## src/rtl/hazard_unit.sv

```systemverilog
// ID-stage hazard controller: selects the opcode fed to Control (or a bubble), gates the
// PC / IF/ID / downstream pipe enables, and keeps saturating hazard statistics.
module hazard_unit #(
  parameter int INIT_BUBBLES = 4,
  parameter int CNT_W        = 16
) (
  input  logic             clk_i,
  input  logic             rst_i,
  input  logic [5:0]       op_i,
  input  logic [4:0]       rs_i,
  input  logic [4:0]       rt_i,
  input  logic             idex_memread_i,
  input  logic [4:0]       idex_rt_i,
  input  logic             branch_taken_i,
  input  logic             jump_i,
  input  logic             dmem_ready_i,
  output logic [5:0]       op_o,
  output logic             pc_write_o,
  output logic             ifid_write_o,
  output logic             ifid_flush_o,
  output logic             pipe_en_o,
  output logic [1:0]       state_o,
  output logic [CNT_W-1:0] stall_cnt_o,
  output logic [CNT_W-1:0] flush_cnt_o,
  output logic [CNT_W-1:0] freeze_cnt_o
);

  typedef enum logic [1:0] {
    ST_INIT   = 2'b00,
    ST_RUN    = 2'b01,
    ST_FREEZE = 2'b10,
    ST_BAD    = 2'b11
  } state_t;

  localparam logic [5:0] BUBBLE_OP = 6'b111111;
  // With no fill bubbles the first cycle after reset release is already RUN.
  localparam state_t RST_STATE = (INIT_BUBBLES == 0) ? ST_RUN : ST_INIT;
  localparam int     IW        = (INIT_BUBBLES > 1) ? $clog2(INIT_BUBBLES) : 1;

  state_t          state_q, state_next;
  logic [IW-1:0]   init_cnt_q;
  logic            init_done;
  logic            active;
  logic            load_use;
  logic            redirect;
  logic            stall_inc, flush_inc, freeze_inc;

  assign init_done = (32'(init_cnt_q) + 32'd1) >= 32'(INIT_BUBBLES);
  assign active    = (state_q == ST_RUN) || (state_q == ST_FREEZE);
  assign load_use  = idex_memread_i && (idex_rt_i != 5'd0) &&
                     ((idex_rt_i == rs_i) || (idex_rt_i == rt_i));
  assign redirect  = branch_taken_i || jump_i;

  // Only the highest-priority event in a cycle is counted.
  assign freeze_inc = active && !dmem_ready_i;
  assign stall_inc  = active && dmem_ready_i && load_use;
  assign flush_inc  = active && dmem_ready_i && !load_use && redirect;

  always_ff @(posedge clk_i) begin
    if (!rst_i) begin
      state_q    <= RST_STATE;
      init_cnt_q <= '0;
    end else begin
      state_q <= state_next;
      if (state_q == ST_INIT) begin
        if (!init_done) init_cnt_q <= init_cnt_q + 1'b1;
      end else begin
        init_cnt_q <= '0;
      end
    end
  end

  always_comb begin
    state_next = ST_INIT;
    case (state_q)
      ST_INIT:             state_next = init_done ? ST_RUN : ST_INIT;
      ST_RUN, ST_FREEZE:   state_next = dmem_ready_i ? ST_RUN : ST_FREEZE;
      default:             state_next = ST_INIT;
    endcase
  end

  always_comb begin
    op_o         = BUBBLE_OP;
    pc_write_o   = 1'b0;
    ifid_write_o = 1'b0;
    ifid_flush_o = 1'b1;
    pipe_en_o    = 1'b1;
    if (active) begin
      if (!dmem_ready_i) begin
        op_o         = op_i;
        ifid_flush_o = 1'b0;
        pipe_en_o    = 1'b0;
      end else if (load_use) begin
        op_o         = BUBBLE_OP;
        ifid_flush_o = 1'b0;
      end else begin
        op_o         = op_i;
        pc_write_o   = 1'b1;
        ifid_write_o = 1'b1;
        ifid_flush_o = redirect;
      end
    end
  end

  assign state_o = state_q;

  function automatic logic [CNT_W-1:0] sat_inc(input logic [CNT_W-1:0] v);
    return (&v) ? v : v + CNT_W'(1);
  endfunction

  always_ff @(posedge clk_i) begin
    if (!rst_i) begin
      stall_cnt_o  <= '0;
      flush_cnt_o  <= '0;
      freeze_cnt_o <= '0;
    end else begin
      if (stall_inc)  stall_cnt_o  <= sat_inc(stall_cnt_o);
      if (flush_inc)  flush_cnt_o  <= sat_inc(flush_cnt_o);
      if (freeze_inc) freeze_cnt_o <= sat_inc(freeze_cnt_o);
    end
  end

endmodule
```

## config.mk

```make
export PLATFORM = sky130hd
export DESIGN_NAME = hazard_unit
export DESIGN_NICKNAME = d
export VERILOG_FILES = /design/src/rtl/hazard_unit.sv
export SDC_FILE = /design/constraint.sdc
export NUM_CORES = 1
export LEC_CHECK = 0
export ABC_AREA = 0
export CORE_ASPECT_RATIO = 0.5
export CORE_MARGIN = 4
export CORE_UTILIZATION = 40
export CTS_CLUSTER_DIAMETER = 100
export DETAILED_ROUTE_END_ITERATION = 16
export PLACE_DENSITY = 0.82
export REMOVE_ABC_BUFFERS = 1
export SLEW_MARGIN = 0
export SYNTH_ARGS = -nofsm -noshare
export SYNTH_HDL_FRONTEND = slang
export SYNTH_SLANG_ARGS = --single-unit
```

## constraint.sdc

```tcl
create_clock -name clk_i -period 2 [get_ports clk_i]
set_input_delay 0.3 -clock clk_i [delete_from_list [all_inputs] [get_ports clk_i]]
set_output_delay 0.3 -clock clk_i [all_outputs]
set_load 0.01 [all_outputs]
```

==> impl_summary.log <==
INFO  metric numClockSinks = 52
INFO  metric timing_worst_slew_pin_value = around 0.53 ns
INFO  metric syn-cell-area = 0.00279 sq mm
INFO  metric worst-r2r-setup-slack = 0.02 ns
INFO  metric met3_usage = 0.0384
INFO  metric final.setup_skew = 0.00330 ns
INFO  metric grt_pass1_vias = 2769
INFO  metric post_synth_main_area_contributors = sky130_fd_sc_hd__dfxtp_1 37%, sky130_fd_sc_hd__xor2_1 5.6%, sky130_fd_sc_hd__nor2_1 5.0%
INFO  metric antenna_cells = 0
INFO  metric cts_made_buffers = 5
INFO  metric ratio_of_final_minimum_period_to_clock_period = 1.02
INFO  metric yosys_warnings = 0
INFO  metric fin_worst_hold_slack = 0.479 ns
INFO  metric slew_headroom = 0.646
INFO  metric port_buffers = 86
INFO  metric fillers = 561
INFO  metric drt_iter0_markers = about 140
INFO  metric vias = 2907
INFO  metric max_clock_freq = just under 500 MHz
INFO  metric grt_pass1_wl = 12500 microns
INFO  metric critPathLaunchType = input pin
INFO  metric setup-violations-final = 6
INFO  metric utilization_of_the_core_after_routing = 0.652
INFO  metric dpl.hpwl = 5490 microns
INFO  metric gr-max-usage-layer = met2
INFO  metric synth_compound_area_frac = 0.122
INFO  metric timing.final.max_slew_violations = 0
INFO  metric synthAdderAreaFrac = 0.0269
INFO  metric ys_async_sr_fraction = 0
INFO  metric synth_top_cell_by_area = sky130_fd_sc_hd__dfxtp_1
INFO  metric max-clock-path-buffers = 2
INFO  metric antenna_violations_before_repair = 0
INFO  metric gp_congestion = 0.761
INFO  metric critical_path_rt = 2.21 ns
INFO  metric crit_fanout = 6
INFO  metric drtAntennaViolNets = 0
INFO  metric placement_rows = 21
INFO  metric cts-root-buf = sky130_fd_sc_hd__clkbuf_16
INFO  metric post-route-drc-count = 0
INFO  metric mean_syn_cell_area = ~8.4 sq um
INFO  metric post-route-min-period = 2.05 ns
INFO  metric hold_vio_cnt_final = 0
INFO  metric total_leakage_power = about 0.0016 uW
INFO  metric met2_resource_use_gr = 0.312
INFO  metric clkTransAtPathRegs = 0.07 ns
INFO  metric synth_seq_cells = 52
INFO  metric synth_simple_gate_area_share = 0.315
INFO  metric grt_start_max_net_pins = 35
INFO  metric violations = setup timing
INFO  metric holdCritPathClass = reg -> reg
INFO  metric critPathCaptureType = register
INFO  metric highest_count_cells_in_the_layout_ignoring_fill_and_taps = 61 x sky130_fd_sc_hd__clkdlybuf4s50_1, 51 x sky130_fd_sc_hd__dfxtp_1, 39 x sky130_fd_sc_hd__buf_4, 33 x sky130_fd_sc_hd__nor2_1, 30 x sky130_fd_sc_hd__nand2_1
INFO  metric viasPerCell = roughly 5.2
INFO  metric worst_ep_arrival_time = between 2 and 2.5 ns
INFO  metric grtUsageTotal = 0.179
INFO  metric synth_top_area_frac = 0.373
INFO  metric grt_setup_unrepaired = yes
INFO  metric top_level_i_o_count = 87
INFO  metric criticalPathCategory = in -> reg
INFO  metric floorplan.initialDensity = 0.415
INFO  metric finalWirelength = ~7500 microns
INFO  metric synthesis_to_layout_area_growth = 57.0%
INFO  metric setup_ws = -0.0459 ns
INFO  metric synth-edff-count = 0
INFO  metric floorplan_die_area = 0.00846 sq mm
INFO  metric post_synth_xor_area_fraction = 0.0847
INFO  metric preCtsSetupSlack = -0.948 ns
INFO  metric synth_top_family_by_area = simple AND/OR/NAND/NOR gates
INFO  metric totalNegativeSetupSlack = -0.160 ns
INFO  metric post_drt_wl_per_cell = between 10 and 15 microns
INFO  metric firstDrtPassIters = 5
INFO  metric overflow = 0
INFO  metric htreeDepth = 2
INFO  metric die_height = 67.1 microns
INFO  metric cts_tree = built
INFO  metric grt_use_met1 = 0.225
INFO  metric fp.coreArea = between 0.006 and 0.007 sq mm
INFO  metric drv_cap = 0
INFO  metric dieWidth = approximately 130 microns
INFO  metric outcome = complete, but fails checks
INFO  metric num-nets-final = between 400 and 500
INFO  metric cts_hold_repair.buffers = 0
INFO  metric synth-seq-area-share = 0.373
INFO  metric drive_gt1_frac = 0.221
INFO  metric yosys_most_used_dff = sky130_fd_sc_hd__dfxtp_1
INFO  metric synth_cell_types = 48
INFO  metric synth.mux.area_fraction = 0.0466
INFO  metric postSynthCellCount = about 330
INFO  metric final_common_cell = sky130_fd_sc_hd__clkdlybuf4s50_1
INFO  metric clkLatencyLatePin = between 0.2 and 0.3 ns
INFO  metric vdd_drop_max = 0.427 mV
INFO  metric power.density_cell_area = 565 mW/mm^2
==> metrics by stage <==
| stage | total power [uW] | std cells | cell area [sq um] |
|---|---|---|---|
| after CTS | 2470 | 553 | 4260 |
| after detailed placement | 1480 | 536 | 4000 |
| final | 2480 | 554 | 4380 |
| after global routing | 2580 | 554 | 4380 |
| after global placement | 1470 | 536 | 4000 |
| after floorplan | 1260 | 321 | 2740 |
==> sequential cells by signal, indices dropped and copies added, names as in the netlist <==
name / cells
flush_cnt_o: 16
freeze_cnt_o: 16
stall_cnt_o: 16
init_cnt_q: 2
state_o: 2
==> critical path, stage by stage <==
cell                      delay [ns]
sky130_fd_sc_hd__buf_8          0.09
sky130_fd_sc_hd__or4_4          0.54
sky130_fd_sc_hd__o21ai_4        0.17
sky130_fd_sc_hd__buf_4          0.13
sky130_fd_sc_hd__buf_4          0.12
sky130_fd_sc_hd__o21ai_4        0.08
sky130_fd_sc_hd__buf_6          0.14
sky130_fd_sc_hd__or4_4          0.51
sky130_fd_sc_hd__a21oi_2        0.17
==> per-layer routing <==
metal / part of all wire / vias to the layer above
met5: 0 / -
met4: 0.013 / 0
met3: 0.057 / 11
met2: 0.49 / 88
met1: 0.44 / 1360
li1: - / 1448
==> cell families after synthesis <==
group	count (synthesis)
buffers and inverters	20
AO/OA/AOI/OAI	48
AND/OR/NAND/NOR	166
XOR/XNOR	27
adder cells (fa/ha/maj)	6
flip-flops	52
multiplexers	13
==> layout make-up <==
class / instances / area (sq um) / share of cell area
Inverter: 9 / 33.8 / 0.00771
Sequential cell: 52 / 1040 / 0.238
Timing Repair Buffer: 133 / 1190 / 0.272
Multi-Input combinational cell: 260 / 1830 / 0.418
Clock buffer: 5 / 125 / 0.0285
Clock inverter: 3 / 42.5 / 0.00970
Tap cell: 92 / 115 / 0.0263
==> power breakdown <==
group | internal, uW | switching (uW)
clock network | 588 | 378
logic | 229 | 202
registers | 1060 | 17.4
==> cell usage after synthesis (2+ instances only) <==
cell type	n
sky130_fd_sc_hd__a21oi_1	15
sky130_fd_sc_hd__and3_1	5
sky130_fd_sc_hd__and4_1	4
sky130_fd_sc_hd__buf_2	2
sky130_fd_sc_hd__clkbuf_1	7
sky130_fd_sc_hd__dfxtp_1	52
sky130_fd_sc_hd__ha_1	6
sky130_fd_sc_hd__inv_1	8
sky130_fd_sc_hd__mux2i_1	13
sky130_fd_sc_hd__nand2_1	30
sky130_fd_sc_hd__nand2b_1	18
sky130_fd_sc_hd__nand3_1	21
sky130_fd_sc_hd__nand4_1	10
sky130_fd_sc_hd__nor2_1	37
sky130_fd_sc_hd__nor3_1	11
sky130_fd_sc_hd__nor4_1	5
sky130_fd_sc_hd__nor4b_1	4
sky130_fd_sc_hd__o211a_1	2
sky130_fd_sc_hd__o21ai_0	5
sky130_fd_sc_hd__o21bai_1	2
sky130_fd_sc_hd__o31ai_1	11
sky130_fd_sc_hd__or3_1	5
sky130_fd_sc_hd__or4_1	9
sky130_fd_sc_hd__xnor2_1	9
sky130_fd_sc_hd__xor2_1	18
==> what timing repair did <==
action,in CTS,in global routing
endpoints found under the setup margin,33,39
setup buffers,8,1
resized for setup,85,26
pin swaps,21,10
gates cloned,1,0
==> path summary, 6_finish.rpt <==
path,startpoint,to,cells after the start
setup / recovery,idex_rt_i[1],flush_cnt_o[11]$_SDFFE_PN0P_,9
hold / removal,flush_cnt_o[15]$_SDFFE_PN0P_,flush_cnt_o[15]$_SDFFE_PN0P_,2
setup reg to reg,state_o[0]$_SDFF_PN0_,flush_cnt_o[11]$_SDFFE_PN0P_,8
hold reg to reg,flush_cnt_o[15]$_SDFFE_PN0P_,flush_cnt_o[15]$_SDFFE_PN0P_,2
(Power assumes the default switching activity.)
